## src/rtl/icu_ibuf_pkg.sv

```systemverilog
// rtl/icu_ibuf_pkg.sv - shared constants and FSM state type for the ICU instruction buffer
package icu_ibuf_pkg;

  localparam int IBUF_DEPTH   = 16;
  localparam int IBUF_FETCH_W = 4;
  localparam int IBUF_WIN     = 7;
  localparam int IBUF_PTR_W   = $clog2(IBUF_DEPTH);
  localparam int IBUF_CNT_W   = IBUF_PTR_W + 1;

  typedef enum logic {
    IBUF_NORMAL = 1'b0,
    IBUF_ALIGN  = 1'b1
  } ibuf_state_e;

endpackage

```

## src/rtl/ibuf_shift_dec.sv

```systemverilog
// rtl/ibuf_shift_dec.sv - one-hot retire code to binary count with illegal-code flag (combinational)
module ibuf_shift_dec (
  input  logic [7:0] code_i,
  output logic [2:0] cnt_o,
  output logic       illegal_o
);

  always_comb begin
    cnt_o     = 3'd0;
    illegal_o = (code_i == 8'd0) || ((code_i & (code_i - 8'd1)) != 8'd0);
    if (!illegal_o) begin
      for (int k = 0; k < 8; k++) begin
        if (code_i[k]) cnt_o = 3'(k);
      end
    end
  end

endmodule

```

## src/rtl/icu_ibuf.sv

```systemverilog
// rtl/icu_ibuf.sv - byte-granular instruction buffer feeding decode; ICU_IBUF_BYPASS_EN adds a
// combinational fill path from the fetch word to the output window.
module icu_ibuf
  import icu_ibuf_pkg::*;
#(
  parameter int DEPTH = IBUF_DEPTH
) (
  input  logic                   clk,
  input  logic                   reset_l,
  input  logic [31:0]            ic_data,
  input  logic                   ic_vld,
  output logic                   ibuf_rdy,
  input  logic [7:0]             iu_shift_d,
  input  logic                   iu_flush,
  input  logic [1:0]             flush_pc_lo,
  output logic [55:0]            ibuf_bytes,
  output logic [6:0]             ibuf_vld,
  output logic [$clog2(DEPTH):0] ibuf_cnt,
  output logic                   ibuf_err
);

  localparam int PW = $clog2(DEPTH);
  localparam int CW = PW + 1;

  logic [7:0]    mem_q [DEPTH];
  logic [PW-1:0] rd_ptr_q, rd_ptr_d;
  logic [PW-1:0] wr_ptr_q, wr_ptr_d;
  logic [CW-1:0] cnt_q, cnt_d;
  ibuf_state_e   state_q, state_d;
  logic [1:0]    align_off_q, align_off_d;
  logic          err_q, err_d;

  logic [2:0]    dec_cnt;
  logic          dec_ill;
  logic [CW-1:0] s_raw, s_eff;
  logic          accept;
  logic [1:0]    drop;
  logic [2:0]    wbytes;

  ibuf_shift_dec u_shift_dec (
    .code_i    (iu_shift_d),
    .cnt_o     (dec_cnt),
    .illegal_o (dec_ill)
  );

  // Readiness looks only at registered count, so a same-cycle retire never over-fills.
  assign ibuf_rdy = (cnt_q <= CW'(DEPTH - IBUF_FETCH_W));
  assign accept   = ic_vld & ibuf_rdy & ~iu_flush;
  assign drop     = (state_q == IBUF_ALIGN) ? align_off_q : 2'd0;
  assign wbytes   = 3'd4 - {1'b0, drop};
  assign s_raw    = CW'(dec_cnt);
  assign s_eff    = (s_raw > cnt_q) ? cnt_q : s_raw;

  always_comb begin
    rd_ptr_d    = rd_ptr_q;
    wr_ptr_d    = wr_ptr_q;
    cnt_d       = cnt_q;
    state_d     = state_q;
    align_off_d = align_off_q;
    err_d       = err_q;
    if (iu_flush) begin
      rd_ptr_d    = '0;
      wr_ptr_d    = '0;
      cnt_d       = '0;
      align_off_d = flush_pc_lo;
      state_d     = IBUF_ALIGN;
    end else begin
      err_d    = err_q | dec_ill | (s_raw > cnt_q);
      rd_ptr_d = rd_ptr_q + PW'(s_eff);
      cnt_d    = cnt_q - s_eff + (accept ? CW'(wbytes) : CW'(0));
      if (accept) begin
        wr_ptr_d = wr_ptr_q + PW'(wbytes);
        state_d  = IBUF_NORMAL;
      end
    end
  end

  always_ff @(posedge clk or negedge reset_l) begin
    if (!reset_l) begin
      rd_ptr_q    <= '0;
      wr_ptr_q    <= '0;
      cnt_q       <= '0;
      state_q     <= IBUF_NORMAL;
      align_off_q <= 2'd0;
      err_q       <= 1'b0;
    end else begin
      rd_ptr_q    <= rd_ptr_d;
      wr_ptr_q    <= wr_ptr_d;
      cnt_q       <= cnt_d;
      state_q     <= state_d;
      align_off_q <= align_off_d;
      err_q       <= err_d;
    end
  end

  // Storage needs no reset: slots beyond cnt_q are masked on the output.
  always_ff @(posedge clk) begin
    if (accept) begin
      for (int j = 0; j < IBUF_FETCH_W; j++) begin
        if (j >= int'(drop)) mem_q[wr_ptr_q + PW'(j - int'(drop))] <= ic_data[8*(3-j) +: 8];
      end
    end
  end

  always_comb begin
    ibuf_bytes = '0;
    ibuf_vld   = '0;
    ibuf_cnt   = cnt_q;
    for (int i = 0; i < IBUF_WIN; i++) begin
      if (CW'(i) < cnt_q) begin
        ibuf_vld[i]         = 1'b1;
        ibuf_bytes[8*i +: 8] = mem_q[rd_ptr_q + PW'(i)];
      end
    end
`ifdef ICU_IBUF_BYPASS_EN
    if (accept) begin
      ibuf_cnt = cnt_q + CW'(wbytes);
      for (int j = 0; j < IBUF_FETCH_W; j++) begin
        if ((j >= int'(drop)) && (int'(cnt_q) + j - int'(drop) < IBUF_WIN)) begin
          ibuf_vld[int'(cnt_q) + j - int'(drop)]                = 1'b1;
          ibuf_bytes[8*(int'(cnt_q) + j - int'(drop)) +: 8] = ic_data[8*(3-j) +: 8];
        end
      end
    end
`endif
  end

  assign ibuf_err = err_q;

endmodule

```

## config.mk

```make
export PLATFORM = sky130hd
export DESIGN_NAME = icu_ibuf
export DESIGN_NICKNAME = d
export VERILOG_FILES = /design/src/rtl/icu_ibuf_pkg.sv /design/src/rtl/ibuf_shift_dec.sv /design/src/rtl/icu_ibuf.sv
export SDC_FILE = /design/constraint.sdc
export NUM_CORES = 1
export LEC_CHECK = 0
export ABC_CLOCK_PERIOD_IN_PS = 10900
export BUFFER_PORTS_ARGS = -buffer_cell sky130_fd_sc_hd__clkbuf_2
export CORE_AREA = 3 3 180 182
export DETAILED_ROUTE_END_ITERATION = 6
export DIE_AREA = 0 0 183 185
export GPL_ROUTABILITY_DRIVEN = 0
export PLACE_DENSITY = 0.68
export SYNTH_ARGS = -nofsm -noshare
export SYNTH_HDL_FRONTEND = slang
export SYNTH_HIERARCHICAL = 1
export SYNTH_SLANG_ARGS = --single-unit
```

## constraint.sdc

```tcl
create_clock -name clk -period 10.9 [get_ports clk]
set_clock_uncertainty 0.15 [all_clocks]
set_input_delay 2.18 -clock clk [delete_from_list [all_inputs] [get_ports clk]]
set_output_delay 2.18 -clock clk [all_outputs]
set_load 0.02 [all_outputs]
```

Word level (Yosys, flattened, before mapping)
Memories as Yosys holds them, arrays and structs flattened.
Cells that the tools add are included.
{ "totals": {"ff_bits": 17, "ram_bits": 128, "elab_cells": 91, "mem_count": 1} }
{ "op_classes": {"n_addsub": 20, "magnitude_cmp": 12, "n_mux": 42, "bitwise": 6, "reduce_logical": 4} }
{ "memory_table": {"columns": ["name", "words", "width", "rd", "rd_ports_with_merged_regs", "write_ports", "line", "rtl"], "rows": [
  ["mem_q", 16, 8, 7, 0, 4, "icu_ibuf.sv:25", "logic [7:0] mem_q [DEPTH];"]
]} }
{ "ops": {"columns": ["operator", "count"], "rows": [
  ["$mux 8", 7],
  ["$mux 1", 21],
  ["$add 4x4->4", 5],
  ["$mux 3", 6],
  ["$lt 3x5->1 const A", 3],
  ["$add 4x3->4 const B", 3],
  ["$mux 4", 3],
  ["$lt 1x5->1 const A", 2],
  ["$lt 2x5->1 const A", 2],
  ["$mux 5", 2],
  ["$add 4x2->4 const B", 2],
  ["$and 8x8->8", 1],
  ["$logic_not 8->1", 1],
  ["$reduce_bool 8->1", 1],
  ["$sub 8x1->8 const B", 1],
  ["$mux 2", 3],
  ["$sub 1x2->3 const A", 2],
  ["$sub 2x2->3 const A", 2],
  ["$add 5x3->5", 1],
  ["$gt 3x5->1", 1],
  ["$le 5x4->1 const B", 1],
  ["$sub 5x5->5", 1],
  ["$add 4x1->4 const B", 1],
  ["$add 4x3->4", 1],
  ["other kinds (8)", 11]
]} }

Logic depth before layout (Yosys ltp)
{ "logic_depth": {"ltp_word": 13, "depth_mapped": 19, "mapped_depth_nobuf": 19} }

By module
Netlist, hierarchy kept.
{ "by_module_without_submodules": {"columns": ["mod", "instances", "cells_per_inst", "area_each_um2", "seq_area_each_um2"], "rows": [
  ["icu_ibuf", 1, 1382, 15259.6, 4269.1],
  ["ibuf_shift_dec", 1, 23, 147.6, 0.0]
]} }

Worst setup path before layout
Ideal clock, no wire load.
{ "synth_timing": {"path_type": "input -> register", "start": "input iu_shift_d[1]", "end": "register cnt_q[4] (netlist: ibuf_cnt[4])", "setup_time_ns": 0.132, "arrival_ns": 6.025, "required_time_ns": 10.618, "setup_slack_ns": 4.593, "cell_stages": 16, "cell_sequence": "or4_1 > a2111oi_2 > nor3_1 > nor3_1 > ha_1 > nand3_1 > nand2_1 > a21oi_1 > mux2_2 > inv_1 > fa_1 > fa_1 > a21o_1 > a21oi_1 > xnor2_1 > nor2_1"} }
{ "synth_between": {"word_cells_on_any_way": 18} }
{ "synth_rtl": {"columns": ["item", "line", "rtl"], "rows": [
  ["from (decl)", "icu_ibuf.sv:13", "input logic [7:0] iu_shift_d,"],
  ["$sub 8x1->8", "ibuf_shift_dec.sv:10", "illegal_o = (code_i == 8'd0) || ((code_i & (code_i - 8'd1)) != 8'd0);"],
  ["$and 8x8->8", "ibuf_shift_dec.sv:10", null],
  ["$reduce_bool 8->1", "ibuf_shift_dec.sv:10", null],
  ["$logic_or 1x1->1 (*)", "ibuf_shift_dec.sv:10", null],
  ["$mux 3 (*)", "ibuf_shift_dec.sv:11", "if (!illegal_o) begin"],
  ["named net dec_cnt[1]", "icu_ibuf.sv:33", "logic [2:0] dec_cnt;"],
  ["$gt 3x5->1", "icu_ibuf.sv:52", "assign s_eff = (s_raw > cnt_q) ? cnt_q : s_raw;"],
  ["$mux 5 (*)", "icu_ibuf.sv:52", null],
  ["$sub 5x5->5 (*)", "icu_ibuf.sv:70", "cnt_d = cnt_q - s_eff + (accept ? CW'(wbytes) : CW'(0));"],
  ["$add 5x3->5 (*)", "icu_ibuf.sv:70", null],
  ["$mux 5 (*)", "icu_ibuf.sv:61", "if (iu_flush) begin"],
  ["named net cnt_d[4]", "icu_ibuf.sv:28", "logic [CW-1:0] cnt_q, cnt_d;"],
  ["to (signal assigned)", "icu_ibuf.sv:89", "cnt_q <= cnt_d;"],
  ["to (decl)", "icu_ibuf.sv:28", null]
]} }
The timed path passes the listed nets; every way through them passes the cells marked *.
A chain may end at the register's enable or synchronous reset.

Worst setup path after layout
{ "layout_timing": {"start": "register rd_ptr_q[1]", "end": "output ibuf_bytes[42]"} }
{ "layout_between": {"elab_chain_len": 3} }
{ "layout_lines": {"columns": ["item", "line", "rtl"], "rows": [
  ["from (decl)", "icu_ibuf.sv:26", "logic [PW-1:0] rd_ptr_q, rd_ptr_d;"],
  ["from (signal assigned)", "icu_ibuf.sv:87", "rd_ptr_q <= rd_ptr_d;"],
  ["$add 4x3->4", "icu_ibuf.sv:112", "ibuf_bytes[8*i +: 8] = mem_q[rd_ptr_q + PW'(i)];"],
  ["$mem_v2 16x8", null, null],
  ["$mux 8", "icu_ibuf.sv:110", "if (CW'(i) < cnt_q) begin"],
  ["to (decl)", "icu_ibuf.sv:16", "output logic [55:0] ibuf_bytes,"]
]} }
Every way passes these cells.

==> flow_metrics.tcl <==
set metrics [dict create \
    leakagePower_nw 5.25 \
    grt_pass1_vias 13400 \
    ios 116 \
    critPathKind "flip-flop to output pin" \
    wl_mm 63.1 \
    min_path_type "flip-flop to flip-flop" \
    crit_chain "buf_4, inv_1, ha_4, mux4_2, mux4_2, and2_1, clkbuf_2" \
    drv_cap 0 \
    power.share.combinational_pct 56.7 \
    rsz0062_at_grt "false" \
    nNetsFinal 1509 \
    finalCritPeriodShare_pct 61.4 \
    ir_drop_v 0.000137 \
    worstPathRequired_ns 8.57 \
    vias 14900 \
    p_total_mw 3.23 \
    cts_buffers 17 \
    ys_seq_area_share_pct 27.7 \
    setup_viol 0 \
    worst_pin_slew_ns 1.30 \
    core_sq_um 30700 \
    hold_viol 0 \
    synth_common_cells "mux4_2 (167), o21ai_0 (135), edfxtp_1 (128), o2bb2ai_1 (128), a211oi_1 (112)" \
    timing.slew.headroom_pct 12.9 \
    drtAntennaViolNets 0 \
    p_int_mw 1.69 \
    cpMostUsedCell "mux4_2" \
    synthCells 1405 \
    drtIter0Drc 3232 \
    tritoncts_num_sinks 145 \
    cts_root_buf "clkbuf_16" \
    fin_cells 1835 \
    worstPathMaxFanout 69 \
    start_kind "flip-flop" \
    grt_pass1_wl_mm 90.7 \
    power_switching_mw 1.54 \
    vias_per_cell 8.14 \
    track_usage_pct 36.5 \
    cts_max_path_buffers 2 \
    cts.clk_slew.worst_paths_ns 0.07 \
    ys_warn_count 6 \
    grt_max_degree 70 \
    synth_top_area_share_pct 24.9 \
    ctsResizeCount 0 \
    hold_buffers 0 \
    worstSetupEndpointType "output pin" \
    drv_slew 0 \
    die_area_sq_um 33900 \
    fmax_mhz 149 \
    synth.largest_area_cell "edfxtp_1" \
    avgSynthCellArea_sq_um 11.0 \
    tns_ns 0 \
    dpl.cell_count 1801 \
    cts_tree "yes" \
    power_frac_seq_pct 24.4 \
    synth.area.top_cells "edfxtp_1 (25%), mux4_2 (24%), o2bb2ai_1 (7.3%)" \
    synth-edff-count 128 \
    yosysMostFrequentCell "mux4_2" \
    cpPeakStageDelay_ns 1.04 \
    ys_ff_latch 145 \
    cp.buffers_inverters 3 \
    synth_top_flop_cell "edfxtp_1" \
    holdWs_ns 0.337 \
    syn_nets 1490 \
    drive_above_1_share_pct 25.5 \
    die_y_um 185 \
    sw_frac_of_total_pct 47.6 \
    die-width_um 183 \
    post_cts.repair.setup_buffers 0 \
    fp-row-count 64 \
    start_util_pct 50.1 \
    synth_cell_types 64 \
    drc 109 \
    numPortBuffers 115 \
    outcome "finished with violations" \
    syn_area_sq_um 15400 \
    cp_top_family "buffers and inverters" \
    p_clk_share_pct 18.9 \
    violations "design-rule violations" \
    arrival_ns 4.36 \
    synthArstFlopShare_pct 11.7 \
    clock_latency_ns 0.43 \
    place_hpwl_mm 46.2 \
    min_period_ns 6.69 \
    grt-ovfl-total 0 \
    cts.htree.levels 4 \
    syn_to_final_growth_pct 8.32 \
    routedWlPerCell_um 34.4 \
    antenna_found_initial 2 \
    p_per_area_nw_per_um2 194 \
    crit_slowest_cell "ha_4" \
    drt_first_pass_iters 7 \
]
-- kinds of logic after synthesis --
group / share of synthesized area, %
adders and majority gates: 3.56
xor gates and xnor gates: 1.53
AOI/OAI and AO/OA: 26.7
buffers and inverters: 4.60
DFF: 27.7
and+or+nand+nor: 10.0
muxes: 25.9
-- worst register-to-register path: stages, from the launching register on --
cell	delay [ns]
dfrtp_1	0.45
nand2_1	0.63
inv_1	0.26
ha_1	0.38
ha_1	0.40
a21oi_1	0.58
a211oi_1	0.25
o21ai_1	0.72
nand4_1	0.66
-- stage by stage --
step           cell area [sq um]  setup WS, ns  utilization [%]
2_1_floorplan              15400          4.59                -
3_3_place_gp               16100          4.29             52.3
3_5_place_dp               16100          4.15             52.3
4_1_cts                    16700          4.19             54.3
5_1_grt                    16700          3.91             54.3
6_report                   16700          4.21             54.3
-- sequential cells by signal (all words and copies together), names as in the netlist --
register and count:
wr_ptr_q 4, ibuf_err 1, ibuf_cnt 5, state_q 1, align_off_q 2, mem_q 128, rd_ptr_q 4
-- cell usage in the layout (no fill, tap or decap), drive strengths merged, types with 4 or more instances in the layout --
cell type  count
a2111oi        5
a211oi       112
a21o           8
a21oi         37
a221oi        85
a41oi          8
and2          25
buf           14
clkbuf       132
clkinv         4
dfrtp         17
edfxtp       128
fa             8
ha            31
inv           51
mux2           4
mux2i         18
mux4         167
nand2         17
nand3         37
nand4         29
nor2          58
nor2b         38
nor3          18
nor3b          5
nor4          12
nor4b          5
o211ai        14
o21ai        165
o2bb2ai      128
xnor2         13
xor2          14
-- metal layers --
metal / routed length, um / part of all wire (%) / vias to the layer above / GRT usage, %
met1: 23300 / 37 / 7107 / 50.8
li1: - / - / 6016 / -
met2: 24200 / 38 / 1503 / 49.6
met3: 10600 / 17 / 312 / 14.4
met5: 42 / 0.067 / - / 0
met4: 4880 / 7.7 / 4 / 18.2
-- cell type report --
class	instances	area, sq um
Inverter	42	158
Antenna cell	2	5.00
Timing Repair Buffer	129	681
Sequential cell	145	4270
Multi-Input combinational cell	1089	10500
Clock buffer	17	425
Clock inverter	15	191
Tap cell	396	495
Fill cell	2707	14100
-- path summary, 6_finish.rpt --
path	slack, ns	from	endpoint	cells after the start
max	4.21	rd_ptr_q[1]	ibuf_bytes[42]	7
min	0.34	ibuf_err	ibuf_err	1
max reg2reg	5.97	state_q	mem_q[1][1]	8
min reg2reg	0.34	ibuf_err	ibuf_err	1
max in group asynchronous	8.64	reset_l	rd_ptr_q[0]	1
min in group asynchronous	1.56	reset_l	state_q	1
-- power by group through the flow --
stage	Sequential [mW]	Combinational [mW]	Clock [mW]
2_1_floorplan	0.745	1.25	0
3_3_place_gp	0.789	1.75	0
3_5_place_dp	0.795	1.77	0
4_1_cts	0.784	1.78	0.614
5_1_grt	0.796	1.92	0.639
6_report	0.788	1.83	0.610
Power figures use the tool's default switching activity.
